## src/rtl/pingpang_pkg.sv

```systemverilog
// Shared types for the N-bank ping-pong buffer.
package pingpang_pkg;

  typedef enum logic [1:0] {
    EMPTY    = 2'd0,
    FILLING  = 2'd1,
    FULL     = 2'd2,
    DRAINING = 2'd3
  } bank_state_t;

endpackage

```

## src/rtl/pingpang_bank.sv

```systemverilog
// One buffer bank: DEPTH x DATA_W storage plus its lifecycle state and closed word count.
module pingpang_bank
  import pingpang_pkg::*;
#(
  parameter int unsigned DATA_W = 16,
  parameter int unsigned DEPTH  = 8,
  parameter int unsigned AW     = $clog2(DEPTH),
  parameter int unsigned CW     = $clog2(DEPTH + 1)
) (
  input  logic              i_clk,
  input  logic              i_rst_n,
  input  logic              i_wr_en,
  input  logic [AW-1:0]     i_wr_addr,
  input  logic [DATA_W-1:0] i_wr_data,
  input  logic              i_close,
  input  logic [CW-1:0]     i_close_cnt,
  input  logic              i_rd_en,
  input  logic              i_rd_last,
  input  logic [AW-1:0]     i_rd_addr,
  output logic [DATA_W-1:0] o_rd_data,
  output bank_state_t       o_state,
  output logic [CW-1:0]     o_count
);

  logic [DATA_W-1:0] r_mem [DEPTH];
  bank_state_t       r_state;
  logic [CW-1:0]     r_count;

  // Storage needs no reset: the bank state alone decides whether contents are visible.
  always_ff @(posedge i_clk) begin
    if (i_wr_en) begin
      r_mem[i_wr_addr] <= i_wr_data;
    end
  end

  always_ff @(posedge i_clk or negedge i_rst_n) begin
    if (!i_rst_n) begin
      r_state <= EMPTY;
      r_count <= '0;
    end else if (i_close) begin
      r_state <= FULL;
      r_count <= i_close_cnt;
    end else if (i_wr_en) begin
      r_state <= FILLING;
    end else if (i_rd_last) begin
      r_state <= EMPTY;
    end else if (i_rd_en) begin
      r_state <= DRAINING;
    end
  end

  assign o_rd_data = r_mem[i_rd_addr];
  assign o_state   = r_state;
  assign o_count   = r_count;

endmodule

```

## src/rtl/pingpang_nbank.sv

```systemverilog
// N-bank ping-pong buffer: round-robin fill on the write side, in-order drain on the read side.
module pingpang_nbank
  import pingpang_pkg::*;
#(
  parameter int unsigned DATA_W = 16,
  parameter int unsigned DEPTH  = 8,
  parameter int unsigned NBANK  = 2
) (
  input  logic                       i_clk,
  input  logic                       i_rst_n,
  input  logic                       i_in_valid,
  output logic                       o_in_ready,
  input  logic [DATA_W-1:0]          i_in_data,
  input  logic                       i_flush,
  output logic                       o_out_valid,
  input  logic                       i_out_ready,
  output logic [DATA_W-1:0]          o_out_data,
  output logic                       o_out_last,
  output logic [$clog2(NBANK)-1:0]   o_out_bank,
  output logic [$clog2(NBANK+1)-1:0] o_full_banks
);

  localparam int unsigned AW = $clog2(DEPTH);
  localparam int unsigned CW = $clog2(DEPTH + 1);
  localparam int unsigned BW = $clog2(NBANK);
  localparam int unsigned FW = $clog2(NBANK + 1);

  logic [BW-1:0] r_wr_bank, r_rd_bank;
  logic [AW-1:0] r_wr_addr, r_rd_addr;
  logic [FW-1:0] r_full_banks;

  bank_state_t       w_state   [NBANK];
  logic [CW-1:0]     w_count   [NBANK];
  logic [DATA_W-1:0] w_rd_data [NBANK];

  logic          w_wr_fire, w_close, w_rd_fire, w_last_fire;
  logic [CW-1:0] w_close_cnt;

  assign o_in_ready  = (w_state[r_wr_bank] == EMPTY) || (w_state[r_wr_bank] == FILLING);
  assign w_wr_fire   = i_in_valid && o_in_ready;
  // Flush on an untouched bank with no write is a no-op; a full-bank write closes exactly once.
  assign w_close     = (w_wr_fire && (r_wr_addr == AW'(DEPTH - 1))) ||
                       (i_flush && ((r_wr_addr != '0) || w_wr_fire));
  assign w_close_cnt = CW'(r_wr_addr) + CW'(w_wr_fire);

  assign o_out_valid = (w_state[r_rd_bank] == FULL) || (w_state[r_rd_bank] == DRAINING);
  assign o_out_data  = o_out_valid ? w_rd_data[r_rd_bank] : '0;
  assign o_out_last  = o_out_valid && (CW'(r_rd_addr) == w_count[r_rd_bank] - CW'(1));
  assign w_rd_fire   = o_out_valid && i_out_ready;
  assign w_last_fire = w_rd_fire && o_out_last;

  assign o_out_bank   = r_rd_bank;
  assign o_full_banks = r_full_banks;

  for (genvar g = 0; g < NBANK; g++) begin : g_bank
    localparam logic [BW-1:0] Idx = BW'(g);

    pingpang_bank #(
      .DATA_W (DATA_W),
      .DEPTH  (DEPTH),
      .AW     (AW),
      .CW     (CW)
    ) u_bank (
      .i_clk       (i_clk),
      .i_rst_n     (i_rst_n),
      .i_wr_en     (w_wr_fire && (r_wr_bank == Idx)),
      .i_wr_addr   (r_wr_addr),
      .i_wr_data   (i_in_data),
      .i_close     (w_close && (r_wr_bank == Idx)),
      .i_close_cnt (w_close_cnt),
      .i_rd_en     (w_rd_fire && (r_rd_bank == Idx)),
      .i_rd_last   (w_last_fire && (r_rd_bank == Idx)),
      .i_rd_addr   (r_rd_addr),
      .o_rd_data   (w_rd_data[g]),
      .o_state     (w_state[g]),
      .o_count     (w_count[g])
    );
  end

  always_ff @(posedge i_clk or negedge i_rst_n) begin
    if (!i_rst_n) begin
      r_wr_bank    <= '0;
      r_wr_addr    <= '0;
      r_rd_bank    <= '0;
      r_rd_addr    <= '0;
      r_full_banks <= '0;
    end else begin
      if (w_close) begin
        r_wr_addr <= '0;
        r_wr_bank <= (r_wr_bank == BW'(NBANK - 1)) ? '0 : r_wr_bank + BW'(1);
      end else if (w_wr_fire) begin
        r_wr_addr <= r_wr_addr + AW'(1);
      end

      if (w_last_fire) begin
        r_rd_addr <= '0;
        r_rd_bank <= (r_rd_bank == BW'(NBANK - 1)) ? '0 : r_rd_bank + BW'(1);
      end else if (w_rd_fire) begin
        r_rd_addr <= r_rd_addr + AW'(1);
      end

      case ({w_close, w_last_fire})
        2'b10:   r_full_banks <= r_full_banks + FW'(1);
        2'b01:   r_full_banks <= r_full_banks - FW'(1);
        default: r_full_banks <= r_full_banks;
      endcase
    end
  end

endmodule
```

## config.mk

```make
export PLATFORM = sky130hd
export DESIGN_NAME = pingpang_nbank
export DESIGN_NICKNAME = d
export VERILOG_FILES = /design/src/rtl/pingpang_pkg.sv /design/src/rtl/pingpang_bank.sv /design/src/rtl/pingpang_nbank.sv
export SDC_FILE = /design/constraint.sdc
export NUM_CORES = 1
export LEC_CHECK = 0
export CORE_ASPECT_RATIO = 0.5
export CORE_MARGIN = 4
export CORE_UTILIZATION = 54
export DETAILED_ROUTE_END_ITERATION = 7
export PLACE_DENSITY = 0.79
export SETUP_SLACK_MARGIN = 0.4
export SYNTH_ARGS = -nofsm -noshare
export SYNTH_HDL_FRONTEND = slang
export SYNTH_SLANG_ARGS = --single-unit
```

## constraint.sdc

```tcl
create_clock -name i_clk -period 2.8 [get_ports i_clk]
set_input_delay 0.56 -clock i_clk [delete_from_list [all_inputs] [get_ports i_clk]]
set_output_delay 0.56 -clock i_clk [all_outputs]
set_load 0.005 [all_outputs]
```

; ---- Yosys cells after proc, flatten, opt, wreduce, memory -nomap -nowiden
; Memories as Yosys holds them, arrays and structs flattened.
; Cells that the tools add are included.
[op_classes]
shifts = 0
n_mux = 32
add_sub_neg = 8
div = 0
multipliers = 0
eq_ne = 7
reduce_logical = 25
order_cmp = 2
bitwise = 4
[ops]
columns = operator, count
row1 = 16-bit two-way mux, 4
row2 = 2-bit two-way mux, 14
row3 = 1-bit logical AND, 14
row4 = 3-bit two-way mux, 4
row5 = 4-bit two-way mux, 3
row6 = 4-bit nonzero test, 2
row7 = "3-bit by 1-bit adder with 3-bit output, second input constant", 2
row8 = "2-bit == test, second input constant", 3
row9 = 1-bit two-way mux, 6
row10 = 2-bit nonzero test, 3
row11 = 3-bit by 1-bit adder with 4-bit output, 1
row12 = "2-bit by 1-bit == test with 1-bit output, second input constant", 2
row13 = 3-bit by 4-bit == test with 1-bit output, 1
row14 = "2-bit greater-or-equal comparator, second input constant", 2
row15 = 1-bit logical OR, 4
row16 = 1-bit inverter with 2-bit output, 2
row17 = 2-bit case mux with 2 select lines, 1
row18 = "4-bit by 1-bit subtractor with 4-bit output, second input constant", 1
row19 = "3-bit == test, second input constant", 1
row20 = 3-bit nonzero test, 1
row21 = "1-bit adder, second input constant", 2
row22 = "2-bit by 1-bit adder with 2-bit output, second input constant", 1
row23 = 2-bit logical NOT, 1
row24 = 1-bit inverter, 2
row25 = "2-bit by 1-bit subtractor with 2-bit output, second input constant", 1
[word_totals]
output_inout_bits = 22
mem_count = 2
inputBits = 21
mem_bits_ro = 0
mem_bits_rw = 256
word_cells = 89
ff_bits = 22
latchBits = 0
[mem_list]
columns = name, words, word_bits, rd, rd_ports_with_merged_regs, wr, line_no
row1 = g_bank[0].u_bank.r_mem, 8, 16, 1, 0, 1, pingpang_bank.sv:25  ; logic [DATA_W-1:0] r_mem [DEPTH];
row2 = g_bank[1].u_bank.r_mem, 8, 16, 1, 0, 1, pingpang_bank.sv:25

; ---- Logic depth before layout (Yosys ltp)
; Gate-level depths: netlist (run 1).
[depth]
depth_word = 12
depth_mapped = 13

; ---- Modules after synthesis
; A second synthesis (run 1) with hierarchy kept.
[unflattened]
cells_unflattened = 549
hier_area_um2 = 11438.5
[by_module_without_submodules]
columns = module, cells_per_inst, area_per_inst_um2, instances, seq_area_each_um2
row1 = pingpang_bank, 214, 5200.0, 2, 3993.8
row2 = pingpang_nbank, 121, 1038.5, 1, 250.2

; ---- Worst setup path before layout (run 1)
; No wires, ideal clock.
[synth_path]
path_kind = input to register
start = input i_in_valid
end = memory g_bank[1].u_bank.r_mem[0][0], enable pin
setup_time_ns = 0.430
t_arrival_ns = 2.352
cell_stages = 2
required_ns = 2.370
path_slack_ns = 0.018
path_cell_list = nand3b_1 nor4_1
[synth_via]
elab_chain_len = 4
[synth_rtl]
columns = item, line_no
row1 = "start, declared", pingpang_nbank.sv:11  ; input logic i_in_valid,
row2 = 1-bit logical AND, pingpang_nbank.sv:40  ; assign w_wr_fire = i_in_valid && o_in_ready;
row3 = 1-bit logical AND, pingpang_nbank.sv:66  ; .i_wr_en (w_wr_fire && (r_wr_bank == Idx)),
row4 = 1-bit two-way mux, pingpang_bank.sv:31  ; if (i_wr_en) begin
row5 = 1-bit two-way mux (not written as such), pingpang_bank.sv:32  ; r_mem[i_wr_addr] <= i_wr_data;
row6 = "end, declared", pingpang_bank.sv:25
; No other way between the ends.

; ---- Final worst setup path (run 1)
[layout_path]
start = register r_rd_addr[0]
end = output o_out_data[15]
[layout_via]
elab_chain_len = 5
elab_cells_between_ends = 6
[layout_rtl]
columns = item, line_no
row1 = "start, declared", pingpang_nbank.sv:29  ; logic [AW-1:0] r_wr_addr, r_rd_addr;
row2 = "start signal, assigned", pingpang_nbank.sv:99  ; r_rd_addr <= r_rd_addr + AW'(1);
row3 = memory read 8 x 16 bit, -
row4 = 16-bit two-way mux (not written as such) (*) (3 in series), pingpang_nbank.sv:47  ; assign o_out_data = o_out_valid ? w_rd_data[r_rd_bank] : '0;
row5 = 16-bit two-way mux (*), pingpang_nbank.sv:47
row6 = "end, declared", pingpang_nbank.sv:17  ; output logic [DATA_W-1:0] o_out_data,
; Every way passes the cells marked *; elsewhere a longest branch is shown, timed or not. The select of a mux whose other input is x is not followed.

==> results.md, run 1 <==
* Status: finished with violations
* Failing checks: setup timing
* # fillers at 1130
* Synth Register Bits at 276
* Netlist Area Pre-Place at 0.01096 mm^2
* Die Ht at 108.8 um
* Max Clock Freq at between 0.3 and 0.4 GHz
* Pins over their slew limit at 0
* Nets at 639
* Starting Density at 0.5570
* CTS H-tree lvls at 1
* Reg clk slew, reported paths at 0.07 ns
* WL/cell at 30.20 um
* TritonCTS Buffers at 24
* # DRC at 0
* Initial DRC count at 682
* Fin crit period at 3.279 ns
* GRT overflow at 0
* Layout Utilization at 0.6801
* Via density at 6.401
* Vias at 5710
* Static leakage at 4.413 nW
* PwrDens at 969.3 mW/mm^2
* Placed wire-length estimate at ~13 mm
* Multi-input logic area at 0.002831 mm^2
* Layout cells sized above 1 at 0.3834
* Worst slew pin tran at 0.7126 ns
* Setup WS post-layout at -0.4794 ns
* GPL Wtd Cong at 0.7482
* Latest clock arrival within the worst-skew pair at between 0.5 and 0.6 ns
* Ports at 43
* Final Hold Viols at 0
* IO buf count at 42
* Synth Area per Inst at between 20 and 25 um^2
* Mapped Nets at ~540
* Clock Tree Root: clkbuf_16
* CP endpoint kind: primary output
* Worst Setup Start Kind: flip-flop
* # setup viols final at 16
* GRT Util Overall at 0.2418
* Distinct cells, synth at 40
* CTS Hold Buffers Added at 0
* CP arrival at between 2 and 3 ns
* Final ANT Viol Nets at 0
* Die width at 209.5 um
* RSZ-0062 raised after global routing: yes
* Peak supply drop at 0.5051 mV
* Storage element area at 0.008195 mm^2
* Critical path type: flip-flop to primary output
* Commonest cells after routing, fill and taps aside: edfxtp_1, mux4_2, buf_4
* Max Fanout on Critical Path at 8
* Clock Path Buffers at 3
* Core ar. at 0.01968 mm^2
* Relative slew slack at 0.5235
* First-pass GRT wire length at 39.50 mm
* Worst Hold Class: primary input to async pin
* Final wirelength at 26.94 mm
* Max-cap viol count at 0
* Clock sinks at between 200 and 300
* Initial antenna violation count at 0
* Yosys warnings at 0
* Seq/Total Area, Yosys at 0.7469
* Worst path required time at 2.24 ns
* TritonCTS clock tree: built
* Post-Syn Instances at 506
* Antenna diode count at 0
* Setup TNS Final at -6.252 ns
* Row count at 36
* Die area at 0.02278 mm^2
* Fin crit share at 1.171
* Vias in the first global route at 5821
* Maximum number of pins on one net before global-route repair at 30
* Syn-to-layout area delta at 22.11%
* Skew final at 0.02058 ns
* Most common cell after layout, fill and taps aside: edfxtp_1
* First-pass iteration count of the detailed router at 5
[worst max-delay path: stages, from the launching register on]
cell,delay [ns]
dfrtp_4,0.51
buf_12,0.16
buf_12,0.13
buf_16,0.14
mux4_2,0.48
mux4_2,0.50
and2_4,0.17
buf_6,0.11
[state kept, by name, indices dropped and copies added, names as in the netlist]
signal and cells:
o_out_bank 1, o_full_banks 2, r_wr_addr 3, g_bank.u_bank.o_state 2
r_wr_bank 1, g_bank.u_bank.r_mem 256, g_bank.u_bank.o_count 8, r_rd_addr 3
[cells in the mapped netlist (all sizes together)]
master,number,share of area
edfxtp,256,0.70
nand2,9,0.0031
xnor2,6,0.0048
o31ai,1,0.00069
nor3,13,0.0064
o31a,1,0.00080
nor4,3,0.0017
and3b,1,0.00080
mux2,8,0.0082
nand2b,3,0.0017
nand3b,1,0.00069
a21oi,5,0.0023
nand3,3,0.0014
o2111a,1,0.0010
xor2,3,0.0024
and2,17,0.0097
or4,1,0.00069
dfrtp,20,0.046
nor2b,2,0.0011
nor3b,3,0.0025
o41ai,1,0.00080
o21ai,3,0.0014
clkbuf,12,0.0042
a21o,1,0.00069
nor2,14,0.0048
inv,6,0.0021
ha,8,0.0091
a31oi,1,0.00057
a31o,1,0.00080
mux2i,5,0.0046
and3,2,0.0011
buf,15,0.0087
mux4,80,0.16
[layer usage]
metal	routed length, um	up-vias	GRT usage
li1	-	2298	-
met1	10550	2987	0.3409
met2	12960	366	0.3901
met3	2657	59	0.05634
met4	773	0	0.06840
met5	0	-	0
[through the flow]
stage | cells | hold slack (ns) | setup slack [ns] | area, um^2 | total power, W
6_report | 892 | 0.4681 | -0.4794 | 13390 | 0.01298
5_1_grt | 892 | 0.4818 | -0.4803 | 13390 | 0.01348
4_1_cts | 885 | 0.4648 | -0.4054 | 13250 | 0.01266
3_5_place_dp | 821 | 0.4650 | -0.1234 | 12130 | 0.008851
3_3_place_gp | 821 | 0.4543 | -0.1058 | 12130 | 0.008766
2_1_floorplan | 506 | 0.2644 | 0.3466 | 11060 | 0.007455
[layout make-up]
type | count | area share
sequential | 276 | 0.6122
timing repair inverter | 1 | 0.0004673
clock buffer | 27 | 0.04571
multi-input combinational | 197 | 0.2115
clock inverter | 15 | 0.005888
inverter | 6 | 0.002243
timing repair buffer | 104 | 0.09711
tap | 266 | 0.02486
[where the power goes]
group          leakage (nW)  internal, W  switching (W)  total, W
logic                  1.53      0.00302        0.00209   0.00510
registers              2.55      0.00466       0.000177   0.00484
clock network         0.338      0.00157        0.00146   0.00304
[kinds of logic (layout without fill, tap and decap cells)]
| logic type | after synthesis | after routing | synth area share |
|---|---|---|---|
| flip-flops | 276 | 276 | 0.7469 |
| buffers and inverters | 33 | 153 | 0.01495 |
| adder cells (fa/ha/maj) | 8 | 8 | 0.009131 |
| AO/OA/AOI/OAI | 15 | 15 | 0.009017 |
| XOR/XNOR | 9 | 9 | 0.007191 |
| AND/OR/NAND/NOR | 72 | 72 | 0.03572 |
| multiplexers | 93 | 93 | 0.1771 |
[what timing repair did]
action | in CTS | in global routing
cloned | 4 | 0
setup endpoints to repair | 21 | 20
buffers inserted | 18 | 7
pin swaps | 14 | 6
gates resized for setup | 119 | 12
[path summary, 6_finish.rpt]
kind                            cells past startpoint             from  slack, ns                     endpoint
min in group i_clk                                  1  o_full_banks[1]       0.47              o_full_banks[1]
worst max register to register                     13       o_out_bank       0.43              o_full_banks[1]
max in group asynchronous                           2          i_rst_n       1.74  g_bank[0].u_bank.o_count[3]
worst min register to register                      1  o_full_banks[1]       0.47              o_full_banks[1]
worst min-delay path                                1          i_rst_n       0.47  g_bank[1].u_bank.o_count[1]
worst max-delay path                                7     r_rd_addr[0]      -0.48               o_out_data[15]
Note: power is estimated with default switching activity, not from simulation.
==> inputs of run 2 (changes only) <==
--- a/config.mk
+++ b/config.mk
@@ -7,9 +7,9 @@
 export LEC_CHECK = 0
 export CORE_ASPECT_RATIO = 0.5
 export CORE_MARGIN = 4
-export CORE_UTILIZATION = 54
+export CORE_UTILIZATION = 55
 export DETAILED_ROUTE_END_ITERATION = 7
-export PLACE_DENSITY = 0.79
+export PLACE_DENSITY = 0.77
 export SETUP_SLACK_MARGIN = 0.4
 export SYNTH_ARGS = -nofsm -noshare
 export SYNTH_HDL_FRONTEND = slang
==> constraint.sdc (replaced) <==
create_clock -name i_clk -period 4.1 [get_ports i_clk]
set_input_delay 0.82 -clock i_clk [delete_from_list [all_inputs] [get_ports i_clk]]
set_output_delay 0.82 -clock i_clk [all_outputs]
set_load 0.005 [all_outputs]
==> run 2 against run 1 <==
Against the previous run: the flow now finishes without violations; final cell count decreased by 2.1%; total power down 37%; flip-flop and latch count did not move; critical path type unchanged; critical endpoint is now o_out_data[9]; largest cell class unchanged; largest power group is now sequential cells.
==> results.md, run 2 (same netlist as run 1, synthesis figures left out) <==
* Worst Setup Start Kind: flip-flop
* Power Total at 0.008161 W (-37%)
* Ports at 43 (unchanged)
* Syn-to-layout area delta at 17.38%
* Pins over their slew limit at 0 (unchanged)
* Commonest cells after routing, fill and taps aside: edfxtp_1, mux4_2, buf_4
* # DRC at 0 (unchanged)
* Dpl ws at 0.4817 ns (+0.6050 ns)
* Die Ht at 107.8 um (-0.85%)
* # setup viols final at 0 (-16)
* Most flops, register: g_bank.u_bank.r_mem
* Latest clock arrival within the worst-skew pair at 0.51 ns (-0.02 ns)
* Critical path type: flip-flop to primary output
* First-pass iteration count of the detailed router at 5 (unchanged)
* Antenna diode count at 0 (unchanged)
* Core ar. at 0.01950 mm^2 (-0.92%)
* PwrDens at 634.2 mW/mm^2 (-35%)
* Final wirelength at 23.79 mm (-12%)
* CTS H-tree lvls at 1 (unchanged)
* Vias at 5419 (-5.1%)
* Setup TNS Final at 0 ns (+6.252 ns)
* WL/cell at 27.25 um (-9.8%)
* Initial antenna violation count at 0 (unchanged)
* Most common cell after layout, fill and taps aside: edfxtp_1
* Max Clock Freq at 0.2701 GHz
* Initial DRC count at 729 (+6.9%)
* Layout cells sized above 1 at 0.3015 (-0.08190)
* Routed wl met3 at 2.227 mm (-16%)
* CP arrival at 2.88 ns (+0.16 ns)
* Status: finished, final reports clean
* Max Fanout on Critical Path at 7 (-1)
* Max-cap viol count at 0 (unchanged)
* Peak supply drop at 0.3263 mV (-35%)
* RSZ-0062 raised after global routing: yes
* Uppermost routed layer: met4
* Fin crit share at 0.9029
* GRT Util Overall at 0.2183 (-0.02349)
* Worst Hold Class: flip-flop to flip-flop
* Die width at 207.7 um (-0.88%)
* Nets at 622 (-2.7%)
* DP Cell Count at 813 (-0.97%)
* IO buf count at 42 (unchanged)
* Fin cells at 873 (-2.1%)
* TritonCTS clock tree: built
* Relative slew slack at 0.4059 (-0.1176)
* Final ANT Viol Nets at 0 (unchanged)
* Reg clk slew, reported paths at 0.07 ns (about the same)
* First-pass GRT wire length at 35.89 mm (-9.2%)
* Metal-1 WL at 9.759 mm (-7.5%)
* CP endpoint kind: primary output
* Row count at 36 (unchanged)
* Clock sinks at 276 (unchanged)
* Worst path required time at 3.28 ns (+1.04 ns)
* Worst slew pin tran at 0.8884 ns (+0.1758 ns)
* CTS Hold Buffers Added at 0 (unchanged)
* Setup WS post-layout at 0.3981 ns (+0.8775 ns)
* Clock Tree Root: clkbuf_16
* Met2 WL at 11.52 mm (-11%)
* Maximum number of pins on one net before global-route repair at 46 (+53%)
* Max reg flops at 256 (unchanged)
* Skew final at 0.006407 ns (-0.01418 ns)
* Starting Density at 0.5621 (+0.005145)
* Hold slack at 0.4734 ns (+0.005308 ns)
* Clock Path Buffers at 3 (unchanged)
* Placed wire-length estimate at 12.26 mm (-6.5%)
* Static leakage at 4.254 nW (-3.6%)
* Via density at 6.207 (-3.0%)
* Die area at 0.02239 mm^2 (-1.7%)
* Fin crit period at 3.702 ns
* TritonCTS Buffers at 24 (unchanged)
* GRT overflow at 0 (unchanged)
* Final Hold Viols at 0 (unchanged)
* Vias in the first global route at 5587 (-4.0%)
* GPL Wtd Cong at 0.7435 (-0.63%)
==> run 2: cell types whose count changed in the layout (fill, tap and decap cells not counted), sizes merged <==
cell,delta
clkinv,-6
clkbuf,+4
dlymetal6s2s,+5
dlygate4sd2,+5
buf,-31
clkinvlp,-1
clkdlybuf4s50,+7
clkdlybuf4s15,-2
==> run 2: metrics by stage <==
step	cell area, um^2	utilization
floorplan	10960	-
global placement	11890	0.6094
detailed placement	11890	0.6094
CTS	12800	0.6565
global route	12870	0.6598
finish	12870	0.6598
==> run 2: routing by layer <==
metal,vias up,GRT usage
met4,0,0.04075
met2,275,0.3590
met3,27,0.04862
met5,-,0
li1,2263,-
met1,2854,0.3119
==> run 2: layout make-up <==
| type | count | area, um^2 |
|---|---|---|
| inverters | 6 | 22.52 |
| repair buffers | 88 | 912.1 |
| clock inverters | 9 | 48.80 |
| multi-input cells | 197 | 2689 |
| flip-flops and latches | 276 | 8195 |
| clock buffers | 31 | 668.1 |
| well taps | 266 | 332.8 |
| fillers | 1195 | 6635 |
==> run 2: final timing paths <==
check                                      from                           to  slack [ns]  depth (start not counted)
worst max-delay path               r_rd_addr[0]                o_out_data[9]        0.40                          6
worst min-delay path            o_full_banks[1]              o_full_banks[1]        0.47                          1
worst max register to register       o_out_bank              o_full_banks[1]        1.47                         10
worst min register to register  o_full_banks[1]              o_full_banks[1]        0.47                          1
max in group asynchronous               i_rst_n                 r_rd_addr[0]        2.64                          1
min in group asynchronous               i_rst_n  g_bank[1].u_bank.o_state[1]        0.82                          1
==> run 2: where the power goes <==
group | total [W] | switching (W) | internal [W]
clock | 0.00209 | 0.000943 | 0.00115
sequential | 0.00331 | 0.000123 | 0.00318
combinational | 0.00276 | 0.00116 | 0.00160
==> run 2: timing repair <==
item                                   4_1_cts  5_1_grt
pin swaps                                    0        0
cloned                                       1        0
buffers inserted                            15        4
endpoints found under the hold margin        0        0
gates resized for setup                     12       11
setup endpoints to repair                   16       13
==> run 2: critical path: stages (launching register included) <==
cell and delay, ns:
dfrtp_4 0.45, buf_12 0.15, buf_4 0.15, mux4_2 0.49, mux4_2 0.50, and2_1 0.19
clkdlybuf4s50_1 0.44
